[config.mk]
export PLATFORM = sky130hd
export DESIGN_NAME = cc_reorder_merge_unit_flat
export DESIGN_NICKNAME = d
export VERILOG_FILES = /design/src/rtl/cc_reorder_merge_unit_if.sv /design/src/rtl/cc_reorder_merge_unit.sv /design/src/flat_wrapper.sv
export SDC_FILE = /design/constraint.sdc
export NUM_CORES = 1
export LEC_CHECK = 0
export BUFFER_PORTS_ARGS = -buffer_cell sky130_fd_sc_hd__buf_2
export CORE_ASPECT_RATIO = 1.1
export CORE_UTILIZATION = 50
export CTS_CLUSTER_DIAMETER = 60
export CTS_CLUSTER_SIZE = 8
export DETAILED_ROUTE_END_ITERATION = 10
export PLACE_DENSITY = 0.83
export SLEW_MARGIN = 15
export SYNTH_ARGS = -nofsm -noshare
export SYNTH_HDL_FRONTEND = slang
export SYNTH_HIERARCHICAL = 1
export SYNTH_SLANG_ARGS = --single-unit
[constraint.sdc]
create_clock -name clk -period 21.9 [get_ports clk]
set_clock_uncertainty 0.1 [all_clocks]
set_input_delay 2.19 -clock clk [delete_from_list [all_inputs] [get_ports clk]]
set_output_delay 2.19 -clock clk [all_outputs]
set_load 0.02 [all_outputs]
[src/rtl/cc_reorder_merge_unit_if.sv]
// Bus bundle for cc_reorder_merge_unit: MEM R channel, hit flag/data writers, INCT R channel, counters.
interface cc_reorder_merge_unit_if #(
  parameter int DATA_WIDTH = 64,
  parameter int BURST_LEN  = 8
);
  localparam int OFS_W  = $clog2(BURST_LEN);
  localparam int LINE_W = DATA_WIDTH * BURST_LEN;
  localparam int HENT_W = OFS_W + LINE_W;

  logic [DATA_WIDTH-1:0] mem_rdata_i;
  logic                  mem_rlast_i;
  logic                  mem_rvalid_i;
  logic                  mem_rready_o;
  logic                  hit_flag_fifo_afull_o;
  logic                  hit_flag_fifo_wren_i;
  logic                  hit_flag_fifo_wdata_i;
  logic                  hit_data_fifo_afull_o;
  logic                  hit_data_fifo_wren_i;
  logic [HENT_W-1:0]     hit_data_fifo_wdata_i;
  logic [DATA_WIDTH-1:0] inct_rdata_o;
  logic                  inct_rlast_o;
  logic                  inct_rvalid_o;
  logic                  inct_rready_i;
  logic [31:0]           hit_cnt_o;
  logic [31:0]           miss_cnt_o;

  modport slave (
    input  mem_rdata_i, mem_rlast_i, mem_rvalid_i,
    output mem_rready_o,
    output hit_flag_fifo_afull_o,
    input  hit_flag_fifo_wren_i, hit_flag_fifo_wdata_i,
    output hit_data_fifo_afull_o,
    input  hit_data_fifo_wren_i, hit_data_fifo_wdata_i,
    output inct_rdata_o, inct_rlast_o, inct_rvalid_o,
    input  inct_rready_i,
    output hit_cnt_o, miss_cnt_o
  );

  modport master (
    output mem_rdata_i, mem_rlast_i, mem_rvalid_i,
    input  mem_rready_o,
    input  hit_flag_fifo_afull_o,
    output hit_flag_fifo_wren_i, hit_flag_fifo_wdata_i,
    input  hit_data_fifo_afull_o,
    output hit_data_fifo_wren_i, hit_data_fifo_wdata_i,
    input  inct_rdata_o, inct_rlast_o, inct_rvalid_o,
    output inct_rready_i,
    input  hit_cnt_o, miss_cnt_o
  );
endinterface

[src/rtl/cc_reorder_merge_unit.sv]
// In-order merge of hit lines (critical-word-first) and MEM miss bursts onto the INCT R channel.
// Optional performance counters: define CC_RMU_PERF_CNT_EN.
module cc_rmu_fifo #(
  parameter int W     = 1,
  parameter int DEPTH = 4,
  parameter int AFULL = 2
) (
  input  logic         clk,
  input  logic         rst_n,
  input  logic         push,
  input  logic [W-1:0] wdata,
  input  logic         pop,
  output logic [W-1:0] rdata,
  output logic         empty,
  output logic         afull
);
  localparam int AW  = $clog2(DEPTH);
  localparam int THR = DEPTH - AFULL;

  logic [W-1:0] mem [DEPTH];
  logic [AW:0]  wr_ptr, rd_ptr, wr_nxt, rd_nxt, cnt_nxt;
  logic         full, push_ok, pop_ok;

  assign empty   = (wr_ptr == rd_ptr);
  assign full    = (wr_ptr == {~rd_ptr[AW], rd_ptr[AW-1:0]});
  assign pop_ok  = pop && !empty;
  // a full FIFO still takes a write when the head leaves in the same cycle
  assign push_ok = push && (!full || pop_ok);
  assign wr_nxt  = wr_ptr + (AW+1)'(push_ok);
  assign rd_nxt  = rd_ptr + (AW+1)'(pop_ok);
  assign cnt_nxt = wr_nxt - rd_nxt;
  assign rdata   = mem[rd_ptr[AW-1:0]];

  always_ff @(posedge clk) begin
    if (push_ok) mem[wr_ptr[AW-1:0]] <= wdata;
  end

  always_ff @(posedge clk or negedge rst_n) begin
    if (!rst_n) begin
      wr_ptr <= '0;
      rd_ptr <= '0;
      afull  <= 1'b0;
    end else begin
      wr_ptr <= wr_nxt;
      rd_ptr <= rd_nxt;
      afull  <= (int'(cnt_nxt) >= THR);
    end
  end
endmodule

// state | meaning
// IDLE  | no burst in flight, waiting for a flag
// MISS  | MEM R burst passed straight through to INCT
// HIT   | head hit line streamed from the hit data FIFO
module cc_reorder_merge_unit #(
  parameter int DATA_WIDTH  = 64,
  parameter int BURST_LEN   = 8,
  parameter int FLAG_DEPTH  = 4,
  parameter int FLAG_AFULL  = 2,
  parameter int HDATA_DEPTH = 2,
  parameter int HDATA_AFULL = 1
) (
  input logic                    clk,
  input logic                    rst_n,
  cc_reorder_merge_unit_if.slave bus
);
  localparam int OFS_W  = $clog2(BURST_LEN);
  localparam int LINE_W = DATA_WIDTH * BURST_LEN;
  localparam int HENT_W = OFS_W + LINE_W;
  localparam logic [1:0] IDLE = 2'd0;
  localparam logic [1:0] MISS = 2'd1;
  localparam logic [1:0] HIT  = 2'd2;
  localparam logic [OFS_W-1:0] CNT_LAST = OFS_W'(BURST_LEN - 1);

  logic [1:0]            state, state_nxt;
  logic [OFS_W-1:0]      cnt, cnt_nxt, word_idx;
  logic                  flag_head, flag_empty, flag_pop;
  logic [HENT_W-1:0]     hent;
  logic                  hdata_empty, hdata_pop;
  logic                  burst_end;
  logic [DATA_WIDTH-1:0] words [BURST_LEN];
  logic [DATA_WIDTH-1:0] rdata;
  logic                  rvalid, rlast, mrdy;

  cc_rmu_fifo #(.W(1), .DEPTH(FLAG_DEPTH), .AFULL(FLAG_AFULL)) u_flag_fifo (
    .clk   (clk),
    .rst_n (rst_n),
    .push  (bus.hit_flag_fifo_wren_i),
    .wdata (bus.hit_flag_fifo_wdata_i),
    .pop   (flag_pop),
    .rdata (flag_head),
    .empty (flag_empty),
    .afull (bus.hit_flag_fifo_afull_o)
  );

  cc_rmu_fifo #(.W(HENT_W), .DEPTH(HDATA_DEPTH), .AFULL(HDATA_AFULL)) u_hdata_fifo (
    .clk   (clk),
    .rst_n (rst_n),
    .push  (bus.hit_data_fifo_wren_i),
    .wdata (bus.hit_data_fifo_wdata_i),
    .pop   (hdata_pop),
    .rdata (hent),
    .empty (hdata_empty),
    .afull (bus.hit_data_fifo_afull_o)
  );

  always_comb begin
    for (int k = 0; k < BURST_LEN; k++) words[k] = hent[k*DATA_WIDTH +: DATA_WIDTH];
  end

  // critical-word-first: offset wraps naturally in OFS_W bits
  assign word_idx = hent[HENT_W-1:LINE_W] + cnt;

  always_comb begin
    state_nxt = state;
    cnt_nxt   = cnt;
    flag_pop  = 1'b0;
    hdata_pop = 1'b0;
    burst_end = 1'b0;
    rvalid    = 1'b0;
    rdata     = '0;
    rlast     = 1'b0;
    mrdy      = 1'b0;
    case (state)
      MISS: begin
        rvalid    = bus.mem_rvalid_i;
        rdata     = bus.mem_rdata_i;
        rlast     = bus.mem_rlast_i;
        mrdy      = bus.inct_rready_i;
        burst_end = bus.mem_rvalid_i && bus.inct_rready_i && bus.mem_rlast_i;
      end
      HIT: begin
        rvalid = !hdata_empty;
        rdata  = words[word_idx];
        rlast  = rvalid && (cnt == CNT_LAST);
        if (rvalid && bus.inct_rready_i) begin
          if (rlast) begin
            cnt_nxt   = '0;
            hdata_pop = 1'b1;
            burst_end = 1'b1;
          end else begin
            cnt_nxt = cnt + OFS_W'(1);
          end
        end
      end
      default: ;
    endcase
    // back-to-back bursts: next flag is taken on the last beat, no bubble
    if ((state == IDLE) || burst_end) begin
      if (!flag_empty) begin
        flag_pop  = 1'b1;
        state_nxt = flag_head ? HIT : MISS;
      end else if (burst_end) begin
        state_nxt = IDLE;
      end
    end
  end

  always_ff @(posedge clk or negedge rst_n) begin
    if (!rst_n) begin
      state <= IDLE;
      cnt   <= '0;
    end else begin
      state <= state_nxt;
      cnt   <= cnt_nxt;
    end
  end

  assign bus.inct_rvalid_o = rvalid;
  assign bus.inct_rdata_o  = rdata;
  assign bus.inct_rlast_o  = rlast;
  assign bus.mem_rready_o  = mrdy;

`ifdef CC_RMU_PERF_CNT_EN
  logic [31:0] hit_cnt, miss_cnt;

  always_ff @(posedge clk or negedge rst_n) begin
    if (!rst_n) begin
      hit_cnt  <= '0;
      miss_cnt <= '0;
    end else if (burst_end) begin
      if (state == HIT && hit_cnt != 32'hFFFF_FFFF)  hit_cnt  <= hit_cnt + 32'd1;
      if (state == MISS && miss_cnt != 32'hFFFF_FFFF) miss_cnt <= miss_cnt + 32'd1;
    end
  end

  assign bus.hit_cnt_o  = hit_cnt;
  assign bus.miss_cnt_o = miss_cnt;
`else
  assign bus.hit_cnt_o  = '0;
  assign bus.miss_cnt_o = '0;
`endif
endmodule

[src/flat_wrapper.sv]
// flat-port wrapper written by rule: the top's interface ports become plain ports
module cc_reorder_merge_unit_flat 
#(
  parameter int DATA_WIDTH  = 64,
  parameter int BURST_LEN   = 8,
  parameter int FLAG_DEPTH  = 4,
  parameter int FLAG_AFULL  = 2,
  parameter int HDATA_DEPTH = 2,
  parameter int HDATA_AFULL = 1
)
  (clk, rst_n, bus_mem_rdata_i, bus_mem_rlast_i, bus_mem_rvalid_i, bus_mem_rready_o, bus_hit_flag_fifo_afull_o, bus_hit_flag_fifo_wren_i, bus_hit_flag_fifo_wdata_i, bus_hit_data_fifo_afull_o, bus_hit_data_fifo_wren_i, bus_hit_data_fifo_wdata_i, bus_inct_rdata_o, bus_inct_rlast_o, bus_inct_rvalid_o, bus_inct_rready_i, bus_hit_cnt_o, bus_miss_cnt_o);
  cc_reorder_merge_unit_if #(.DATA_WIDTH(DATA_WIDTH), .BURST_LEN(BURST_LEN)) bus_i ();
  input logic clk;
  input logic rst_n;
  input wire logic [$bits(bus_i.mem_rdata_i)-1:0] bus_mem_rdata_i;
  input wire logic [$bits(bus_i.mem_rlast_i)-1:0] bus_mem_rlast_i;
  input wire logic [$bits(bus_i.mem_rvalid_i)-1:0] bus_mem_rvalid_i;
  output wire logic [$bits(bus_i.mem_rready_o)-1:0] bus_mem_rready_o;
  output wire logic [$bits(bus_i.hit_flag_fifo_afull_o)-1:0] bus_hit_flag_fifo_afull_o;
  input wire logic [$bits(bus_i.hit_flag_fifo_wren_i)-1:0] bus_hit_flag_fifo_wren_i;
  input wire logic [$bits(bus_i.hit_flag_fifo_wdata_i)-1:0] bus_hit_flag_fifo_wdata_i;
  output wire logic [$bits(bus_i.hit_data_fifo_afull_o)-1:0] bus_hit_data_fifo_afull_o;
  input wire logic [$bits(bus_i.hit_data_fifo_wren_i)-1:0] bus_hit_data_fifo_wren_i;
  input wire logic [$bits(bus_i.hit_data_fifo_wdata_i)-1:0] bus_hit_data_fifo_wdata_i;
  output wire logic [$bits(bus_i.inct_rdata_o)-1:0] bus_inct_rdata_o;
  output wire logic [$bits(bus_i.inct_rlast_o)-1:0] bus_inct_rlast_o;
  output wire logic [$bits(bus_i.inct_rvalid_o)-1:0] bus_inct_rvalid_o;
  input wire logic [$bits(bus_i.inct_rready_i)-1:0] bus_inct_rready_i;
  output wire logic [$bits(bus_i.hit_cnt_o)-1:0] bus_hit_cnt_o;
  output wire logic [$bits(bus_i.miss_cnt_o)-1:0] bus_miss_cnt_o;
  assign bus_i.mem_rdata_i = bus_mem_rdata_i;
  assign bus_i.mem_rlast_i = bus_mem_rlast_i;
  assign bus_i.mem_rvalid_i = bus_mem_rvalid_i;
  assign bus_mem_rready_o = bus_i.mem_rready_o;
  assign bus_hit_flag_fifo_afull_o = bus_i.hit_flag_fifo_afull_o;
  assign bus_i.hit_flag_fifo_wren_i = bus_hit_flag_fifo_wren_i;
  assign bus_i.hit_flag_fifo_wdata_i = bus_hit_flag_fifo_wdata_i;
  assign bus_hit_data_fifo_afull_o = bus_i.hit_data_fifo_afull_o;
  assign bus_i.hit_data_fifo_wren_i = bus_hit_data_fifo_wren_i;
  assign bus_i.hit_data_fifo_wdata_i = bus_hit_data_fifo_wdata_i;
  assign bus_inct_rdata_o = bus_i.inct_rdata_o;
  assign bus_inct_rlast_o = bus_i.inct_rlast_o;
  assign bus_inct_rvalid_o = bus_i.inct_rvalid_o;
  assign bus_i.inct_rready_i = bus_inct_rready_i;
  assign bus_hit_cnt_o = bus_i.hit_cnt_o;
  assign bus_miss_cnt_o = bus_i.miss_cnt_o;
  cc_reorder_merge_unit #(.DATA_WIDTH(DATA_WIDTH), .BURST_LEN(BURST_LEN), .FLAG_DEPTH(FLAG_DEPTH), .FLAG_AFULL(FLAG_AFULL), .HDATA_DEPTH(HDATA_DEPTH), .HDATA_AFULL(HDATA_AFULL)) u_core (.clk(clk), .rst_n(rst_n), .bus(bus_i));
endmodule
# Word-level counts from Yosys, hierarchy flattened

Memories as Yosys holds them, arrays and structs flattened.
Cells that the tools add are included.

Register bits after elaboration: 17
Latch bits: 0
RAM bits: 1034
Bits in read-only memories: 0
Input bits: 587
Output and inout port bits: 133
Logic and storage cells: 71
Memories: 2

Add/sub/neg operators: 8
$mul: 0
Divide/modulo/power cells: 0
Order comparisons: 3
Eq/ne operators: 8
Shifts and indexed selects: 0
Multiplexer cells: 21
Bitwise logic cells: 3
Reductions and logical operators: 18

Memories:

| name                    | words | width | read ports | clocked after memory_dff | write ports | line                        | text |
|---|---|---|---|---|---|---|---|
| u_core.u_hdata_fifo.mem | 2     | 515   | 1          | 0                        | 1           | cc_reorder_merge_unit.sv:20 | `logic [W-1:0] mem [DEPTH];` |
| u_core.u_flag_fifo.mem  | 4     | 1     | 1          | 0                        | 1           | cc_reorder_merge_unit.sv:20 |  |

Operators with widths:

| kind                                                | number |
|---|---|
| binary-select mux 64 bit (select 3 bit)             | 1 |
| 2-to-1 mux 64 bit                                   | 2 |
| one-hot mux 64 bit (2 select lines)                 | 1 |
| 2-to-1 mux 1 bit                                    | 10 |
| logical AND 1 bit                                   | 8 |
| adder 3 x 1 -> 3 bit                                | 2 |
| == test 3 bit                                       | 2 |
| 2-to-1 mux 2 bit                                    | 3 |
| one-hot mux 1 bit (2 select lines)                  | 3 |
| adder 2 x 1 -> 2 bit                                | 2 |
| == test 2 bit                                       | 2 |
| >= comparator 4 bit, second input constant          | 1 |
| logical NOT 1 bit                                   | 4 |
| inverter 3 -> 4 bit                                 | 1 |
| AND reduction 2 bit                                 | 2 |
| adder 3 x 1 -> 3 bit, second input constant         | 1 |
| adder 3 bit                                         | 1 |
| == test 3 bit, second input constant                | 1 |
| >= comparator 3 x 2 -> 1 bit, second input constant | 1 |
| logical OR 1 bit                                    | 3 |
| 2-to-1 mux 3 bit                                    | 1 |
| subtractor 3 bit                                    | 1 |
| == test 2 x 1 -> 1 bit, second input constant       | 1 |
| == test 2 bit, second input constant                | 1 |
| 5 further kinds                                     | 6 |

# Depth between registers and ports, before layout

Gate-level depths: netlist of run 1.

Word-level depth: 14
Mapped depth: 16
Depth with buffers taken out: 15

# Hierarchy

Netlist of run 1, hierarchy kept.

Modules (own cells, without submodules):

| module                            | times used | cells each | area each (um2) | seq. area each (um2) |
|---|---|---|---|---|
| cc_rmu_fifo (u_core.u_hdata_fifo) | 1          | 1624       | 37452.2         | 31054.8 |
| cc_reorder_merge_unit             | 1          | 476        | 5286.3          | 125.1 |
| cc_rmu_fifo (u_core.u_flag_fifo)  | 1          | 39         | 545.5           | 295.3 |

# Least setup slack after synthesis of run 1

No wires, ideal clock.

Path kind: in2reg
Start: in bus_inct_rready_i
End: reg u_core.u_hdata_fifo.afull
Setup time: 0.132 ns
Data arrival time: 15.775 ns
Required time: 21.668 ns
Path slack: 5.893 ns
Stages on the path: 6
Path buffers: 0
Cells stage by stage: and4b_1 o31a_1 ha_1 xnor2_1 xnor2_1 nand2_1

Longest elaborated chain between the ends: 9
Elaborated cells between the ends (all ways): 10
Those cells by class: add/sub: 3; order compare: 1; mux: 2; reduce/logical: 4

Ends and longest elaborated chain:

| item                           | line                         | text |
|---|---|---|
| start, declared                | flat_wrapper.sv:28           | `input wire logic [$bits(bus_i.inct_rready_i)-1:0] bus_inct_rready_i;` |
| logical AND 1 bit *            | cc_reorder_merge_unit.sv:136 | `if (rvalid && bus.inct_rready_i) begin` |
| 2-to-1 mux 1 bit *             | cc_reorder_merge_unit.sv:136 |  |
| 2-to-1 mux 1 bit *             | cc_reorder_merge_unit.sv:124 | `case (state)` |
| logical AND 1 bit *            | cc_reorder_merge_unit.sv:26  | `assign pop_ok = pop && !empty;` |
| logical OR 1 bit               | cc_reorder_merge_unit.sv:28  | `assign push_ok = push && (!full \|\| pop_ok);` |
| logical AND 1 bit              | cc_reorder_merge_unit.sv:28  |  |
| adder 2 x 1 -> 2 bit           | cc_reorder_merge_unit.sv:29  | `assign wr_nxt = wr_ptr + (AW+1)'(push_ok);` |
| subtractor 2 bit *             | cc_reorder_merge_unit.sv:31  | `assign cnt_nxt = wr_nxt - rd_nxt;` |
| >= comparator 2 x 1 -> 1 bit * | cc_reorder_merge_unit.sv:46  | `afull <= (int'(cnt_nxt) >= THR);` |
| end signal, assigned           | cc_reorder_merge_unit.sv:46  |  |
| end, declared                  | cc_reorder_merge_unit.sv:15  | `output logic afull` |

Mark *: on every way between the ends. The rest lies on a longest branch, timed or not.
A chain may end at the register's enable or synchronous reset.

# Final worst setup path of run 1

Start: reg u_core.u_hdata_fifo.rd_ptr[0]
End: out bus_inct_rdata_o[32]

Elaborated cells between the ends (all ways): 7
Those cells by class: add/sub: 1; mux: 4; bitwise: 1; memory: 1

RTL lines:

| item                                                 | line                         | text |
|---|---|---|
| start, declared                                      | cc_reorder_merge_unit.sv:21  | `logic [AW:0] wr_ptr, rd_ptr, wr_nxt, rd_nxt, cnt_nxt;` |
| start signal, assigned                               | cc_reorder_merge_unit.sv:45  | `rd_ptr <= rd_nxt;` |
| memory read (2 x 515 bit)                            | -                            |  |
| via u_core.hent[96]                                  | cc_reorder_merge_unit.sv:78  | `logic [HENT_W-1:0] hent;` |
| binary-select mux 64 bit (select 3 bit)              | cc_reorder_merge_unit.sv:134 | `rdata = words[word_idx];` |
| 2-to-1 mux 64 bit (not written as such) (2 in a row) | cc_reorder_merge_unit.sv:134 |  |
| one-hot mux 64 bit (2 select lines)                  | cc_reorder_merge_unit.sv:124 |  |
| end, declared                                        | flat_wrapper.sv:25           | `output wire logic [$bits(bus_i.inct_rdata_o)-1:0] bus_inct_rdata_o;` |

The timed path passes the listed nets, and every way through them passes these cells. The select of a mux whose other input is x is not followed.

==> out/results.txt, run 1 <==
run status - finished clean
element type at the critical path end - output pin
worst min path class - flip-flop to flip-flop
CP dominant cell by count - buf_4
Max-slew headroom - 0.2285
Via-to-Cell Ratio - 5.546
Starting DRT DRC Count - 1849
max cap viols - 0
Post-Syn Instances - 2139
root buf cell - clkbuf_16
Layout fillers - 5896
Worst VDD drop - 0.1500 mV
Detailed Place HPWL - 67.64 mm
Worst EP required - 19610 ps
highest cell delay on the worst timing path - 980 ps
port bufs - 655
most instantiated library cell after synthesis - edfxtp_1
Yosys cell types - 37
Post-synth EDFFs - 1034
initial antenna violation count - 93
post-cts resize count - 0
WS Path Type - flip-flop to output pin
vias after detailed routing - 22.73k
TritonCTS Buffers - 150
core area - 85340 µm²
Die Wd - 282.5 µm
largest net degree at the start of global routing - 163
clk sink count - 1051
top_reg_cell synth - edfxtp_1
site row count - 112
I/O pins - 720
global-route wire length before repair - 146.4 mm
final layout net count - 3472
final period utilization - 0.3840
CP max FO - 85
Routed Antenna Nets - 0
Slowest-stage cell, CP - dfrtp_4
design area - 51650 µm²
Initial Util - 0.5072
Slew Viols, Final - 0
Final min period - 8410 ps
Post-route DRC - 0
drt total wl - 101.6 mm
RD Place Congestion - 0.8274
Synth Area per Inst - 20.24 µm²
vias in the first global route - 24.50k
crit-path cells - buf_4, buf_4, buf_4, mux2_2, mux4_2, mux2i_1, o21ai_0, buf_2
unrepaired setup endpoints after global routing - false
count of final hold-check violations - 0
Synth async-reset ratio - 0.01618
die height - 310.6 µm
Warnings, synthesis - 6
flops & latches, synth - 1051
global-route usage over all layers - 0.2281
clk buf depth - 3
leakage power - 0.01854 µW
final setup vio count - 0
Synth top cells by count - 1034 x edfxtp_1, 313 x mux2_2, 204 x mux2_1
worst slew pin tran - 1157 ps
Clock Pin Slew Worst Setup and Hold Paths - 50 ps
final setup TNS - 0 ps
layout cells sized above 1 - 0.4490
top-area cell type share of the netlist area - 0.7173
H-tree depth - 4
top cells by area, synth - edfxtp_1 72%, mux2_2 8.1%, mux4_2 6.7%, mux2_1 5.3%, mux2i_1 1.5%
# hold bufs at CTS - 0
Area after DPL - 47280 µm²
Worst setup SP type - flip-flop
Post-CTS Setup Inserts - 0
sequential area share after synthesis - 0.7272
Layout area overhead - 19.34%
CTS tree - done
Arrival @ worst endpoint - 6120 ps
die area - 87750 µm²
clock latency on the worst-skew pair - 710 ps
total iterations of the first detailed-routing run - 5
Netlist Area Pre-Place - 43280 µm²
pwr dens - 159.5 nW/µm²
Max Freq - 118.9 MHz
post-synth top area cell - edfxtp_1
total gr overflow - 0
DR WL/cell - 24.78 µm
==> critical path: cells and delay by family, from the launching register on <==
family	cells	cell delay, ps
AO/OA/AOI/OAI	1	150
multiplexers	3	1300
buffers and inverters	4	2830
flip-flops	1	980
==> per-layer routing <==
layer  global-route usage  up-vias  share of wire
li1                     -     9914              -
met1               0.2472    11460           0.35
met2               0.3871     1042           0.52
met3              0.08259      264          0.090
met4               0.1209       58          0.040
met5                    0        -         0.0036
==> kinds of logic after synthesis <==
family,share of synthesized area
DFF,0.7272
muxes,0.2169
buffers and inverters,0.02914
and+or+nand+nor,0.008788
AOI/OAI and AO/OA,0.009106
adders and majority gates,0.004972
xor gates and xnor gates,0.003845
other,0.00008664
==> state kept, by name (all words and copies together) (netlist names) <==
register and count:
u_core/u_flag_fifo/afull 1, u_core/u_hdata_fifo/rd_ptr 2, u_core/u_hdata_fifo/afull 1, u_core/state 2, u_core/u_hdata_fifo/mem 1030, u_core/u_flag_fifo/rd_ptr 3, u_core/cnt 3, u_core/u_flag_fifo/mem 4
u_core/u_hdata_fifo/wr_ptr 2, u_core/u_flag_fifo/wr_ptr 3
==> layout make-up <==
| cell class | count | area [µm²] | share of cell area |
|---|---|---|---|
| Antenna cell | 59 | 147.6 | 0.002858 |
| Clock buffer | 170 | 3914 | 0.07577 |
| Clock inverter | 13 | 279.0 | 0.005402 |
| Inverter | 12 | 45.04 | 0.0008720 |
| Multi-Input combinational cell | 971 | 10840 | 0.2098 |
| Sequential cell | 1051 | 31480 | 0.6094 |
| Tap cell | 1140 | 1426 | 0.02761 |
| Timing Repair Buffer | 683 | 3525 | 0.06823 |
==> path summary, 6_finish.rpt <==
| kind | to | cells after the start | slack, ps | startpoint |
|---|---|---|---|---|
| max in group asynchronous | u_core/u_hdata_fifo/rd_ptr[0] | 1 | 20080 | rst_n |
| max | bus_inct_rdata_o[32] | 8 | 13490 | u_core/u_hdata_fifo/rd_ptr[0] |
| min in group asynchronous | u_core/u_hdata_fifo/afull | 1 | 1300 | rst_n |
| max reg2reg | u_core/u_hdata_fifo/mem[0][99] | 9 | 15590 | u_core/u_hdata_fifo/rd_ptr[0] |
| min reg2reg | u_core/u_flag_fifo/wr_ptr[2] | 1 | 420 | u_core/u_flag_fifo/wr_ptr[2] |
| min | u_core/u_flag_fifo/wr_ptr[2] | 1 | 420 | u_core/u_flag_fifo/wr_ptr[2] |
==> where the power goes <==
group | total [µW] | switching [µW] | internal [µW]
registers | 2980 | 145 | 2830
clock network | 2070 | 799 | 1270
logic | 3190 | 1810 | 1380
==> cells in the final DEF (no fill, tap or decap), types with 2 or more instances in the layout <==
cell type and n:
a21oi_1 2, buf_2 655, buf_4 25, bufinv_16 2
clkbuf_1 16, clkbuf_16 154, clkinv_16 4, clkinv_8 4
conb_1 64, dfrtp_1 16, diode_2 59, edfxtp_1 1034
ha_1 11, ha_4 3, inv_1 12, mux2_1 204
mux2_2 313, mux2i_1 66, mux4_2 129, nand2_1 69
nor2_1 5, nor2b_1 6, nor3_1 2, nor3b_1 3
o21ai_0 5, o21ai_1 60, xnor2_1 5, xor2_1 9
==> through the flow <==
stage          power (µW)  utilization  setup slack [ps]  cells  hold slack, ps
6_report             8238       0.6053             13490   4099           424.9
5_1_grt              8589       0.6050             13130   4090           450.6
4_1_cts              8310       0.6032             13440   4039           418.9
3_5_place_dp         6203       0.5540             14260   3856           409.0
3_3_place_gp         6082       0.5540             14430   3856           404.1
2_1_floorplan        5635            -              5893   2202           386.0
Power figures use the tool's default switching activity.
==> run 2: changes to the inputs <==
Clock period 21.9 ns to 8.63 ns, I/O delays scaled along.
==> run 2 against run 1 <==
Effect of this change: global-route usage increased by 0.22 points; clock power rose to 2.6 times the previous value; power increased to 2.5 times the previous value; sequential share of layout area shrank 0.088 points; worst hold slack lost 200 ps; non-clock buffer count shrank 4; sequential cell count stayed put; critical path depth did not move; setup slack got worse by 11000 ps; die area unchanged; critical endpoint is now bus_inct_rdata_o[39].
==> out/results.txt, run 2 (synthesis gave the netlist of run 1 again) <==
run status - finished clean (unchanged)
count of final hold-check violations - 0 (unchanged)
final period utilization - 0.7517
total gr overflow - 0 (unchanged)
worst min path class - input port to flip-flop (was flip-flop to flip-flop)
site row count - 112 (unchanged)
Die Wd - 282.5 µm (unchanged)
pwr dens - 404.6 nW/µm² (was 159.5 nW/µm²)
Worst setup SP type - flip-flop (unchanged)
total iterations of the first detailed-routing run - 5 (unchanged)
Final min period - 6487 ps
Worst VDD drop - 0.3514 mV (was 0.1500 mV)
port bufs - 655 (unchanged)
I/O pins - 720 (unchanged)
Via-to-Cell Ratio - 5.511 (was 5.546)
busiest grt layer - met2 (unchanged)
root buf cell - clkbuf_16 (unchanged)
Clock Pin Slew Worst Setup and Hold Paths - 50 ps (about the same)
die height - 310.6 µm (unchanged)
Slew Viols, Final - 0 (unchanged)
post-route insts no fill - 4094 (was 4099)
Max Freq - 154.1 MHz
fin worst setup slack - 2143 ps (was 13490 ps)
worst slew pin tran - 1266 ps (was 1157 ps)
M3 GR Usage - 0.07561 (was 0.08259)
final layout net count - 3471 (was 3472)
largest net degree at the start of global routing - 182 (was 163)
DR WL/cell - 24.80 µm (was 24.78 µm)
Max-slew headroom - 0.1558 (was 0.2285)
H-tree depth - 4 (unchanged)
most common cell after layout, fill and taps aside - edfxtp_1 (unchanged)
Largest register FFs - 1030 (unchanged)
Post-route DRC - 0 (unchanged)
sequential cell area - 31480 µm² (unchanged)
Layout fillers - 5926 (was 5896)
die area - 87750 µm² (unchanged)
clk buf depth - 3 (unchanged)
global-route wire length before repair - 147.9 mm (was 146.4 mm)
TritonCTS Buffers - 153 (was 150)
GR Util met2 - 0.3973 (was 0.3871)
clk sink count - 1051 (unchanged)
drt total wl - 101.5 mm (was 101.6 mm)
final setup vio count - 0 (unchanged)
global-route usage over all layers - 0.2303 (was 0.2281)
leakage power - 0.01856 µW (was 0.01854 µW)
# hold bufs at CTS - 1 (was 0)
met1 usage - 0.2482 (was 0.2472)
post-cts resize count - 0 (unchanged)
RD Place Congestion - 0.8281 (was 0.8274)
core area - 85340 µm² (unchanged)
Post-CTS Setup Inserts - 0 (unchanged)
element type at the critical path end - output pin (unchanged)
initial antenna violation count - 87 (was 93)
clock latency on the worst-skew pair - 720 ps (was 710 ps)
Worst EP required - 7670 ps (was 19610 ps)
Starting DRT DRC Count - 1744 (was 1849)
CP max FO - 181 (was 85)
Routed Antenna Nets - 0 (unchanged)
Layout Utilization - 0.6061 (was 0.6053)
Detailed Place HPWL - 67.03 mm (was 67.64 mm)
vias after detailed routing - 22.56k (was 22.73k)
layout cells sized above 1 - 0.4485 (was 0.4490)
Cells after DPL - 3852 (was 3856)
CTS tree - done (unchanged)
WS Path Type - flip-flop to output pin (unchanged)
pre-CTS WS - 2946 ps (was 14260 ps)
Initial Util - 0.5072 (unchanged)
Arrival @ worst endpoint - 5520 ps (was 6120 ps)
max cap viols - 0 (unchanged)
Layout area overhead - 19.51% (was 19.34%)
commonest non-fill, non-tap cells in the layout - 1034 x edfxtp_1, 655 x buf_2, 313 x mux2_2 (unchanged)
unrepaired setup endpoints after global routing - false (unchanged)
multi-input logic area - 10840 µm² (unchanged)
vias in the first global route - 24.84k (was 24.50k)
run 2: cell types whose count changed in the layout (fill, tap and decap cells not counted), sizes merged:
| cell | previous run | this run |
|---|---|---|
| clkinvlp | 0 | 2 |
| inv | 14 | 15 |
| clkinv | 9 | 11 |
| dlygate4sd3 | 0 | 1 |
| buf | 683 | 678 |
| clkbuf | 170 | 174 |
| diode | 59 | 49 |
run 2: report_power, final:
part,switching [µW],internal [µW]
combinational,4560,3520
sequential,328,7190
clock,2060,3260
total,6950,14000
run 2: final timing paths:
check                                          startpoint                               to  slack, ps  cells past startpoint
setup / recovery            u_core/u_hdata_fifo/rd_ptr[0]             bus_inct_rdata_o[39]       2140                      8
hold / removal             bus_hit_data_fifo_wdata_i[402]  u_core/u_hdata_fifo/mem[1][402]        220                      1
setup reg to reg            u_core/u_hdata_fifo/rd_ptr[0]  u_core/u_hdata_fifo/mem[1][416]       3500                      8
hold reg to reg              u_core/u_flag_fifo/rd_ptr[2]     u_core/u_flag_fifo/rd_ptr[2]        440                      1
max in group asynchronous                           rst_n    u_core/u_hdata_fifo/rd_ptr[0]       7610                      2
min in group asynchronous                           rst_n     u_core/u_flag_fifo/rd_ptr[2]        500                      2
run 2: critical path, cell delays in order, from the launching register on:
cell,delay [ps]
dfrtp_4,640
buf_12,750
buf_4,770
buf_4,920
mux2_2,430
mux4_2,490
mux2i_1,270
o21ai_1,100
buf_2,180
run 2: cell type report:
| class | count | share of cell area |
|---|---|---|
| multi-input combinational | 971 | 0.2095 |
| sequential | 1051 | 0.6085 |
| clock buffer | 174 | 0.07636 |
| clock inverter | 18 | 0.005926 |
| tap | 1140 | 0.02757 |
| timing repair buffer | 679 | 0.06884 |
| inverter | 12 | 0.0008707 |
| antenna | 49 | 0.002370 |
run 2: per-stage QoR:
step	hold slack (ps)	area, µm²	TNS [ps]	total power (µW)
3_3_place_gp	403.6	47340	0	15450
4_1_cts	163.7	51610	0	21140
3_5_place_dp	426.5	47340	0	15730
6_report	221.4	51730	0	20930
2_1_floorplan	386.0	43530	-136.1	13860
5_1_grt	178.4	51700	0	21830
run 2: layer usage:
metal,part of all wire,wire [µm]
met4,0.042,4294
met1,0.35,35530
met2,0.52,52730
met3,0.085,8593
met5,0.0036,364
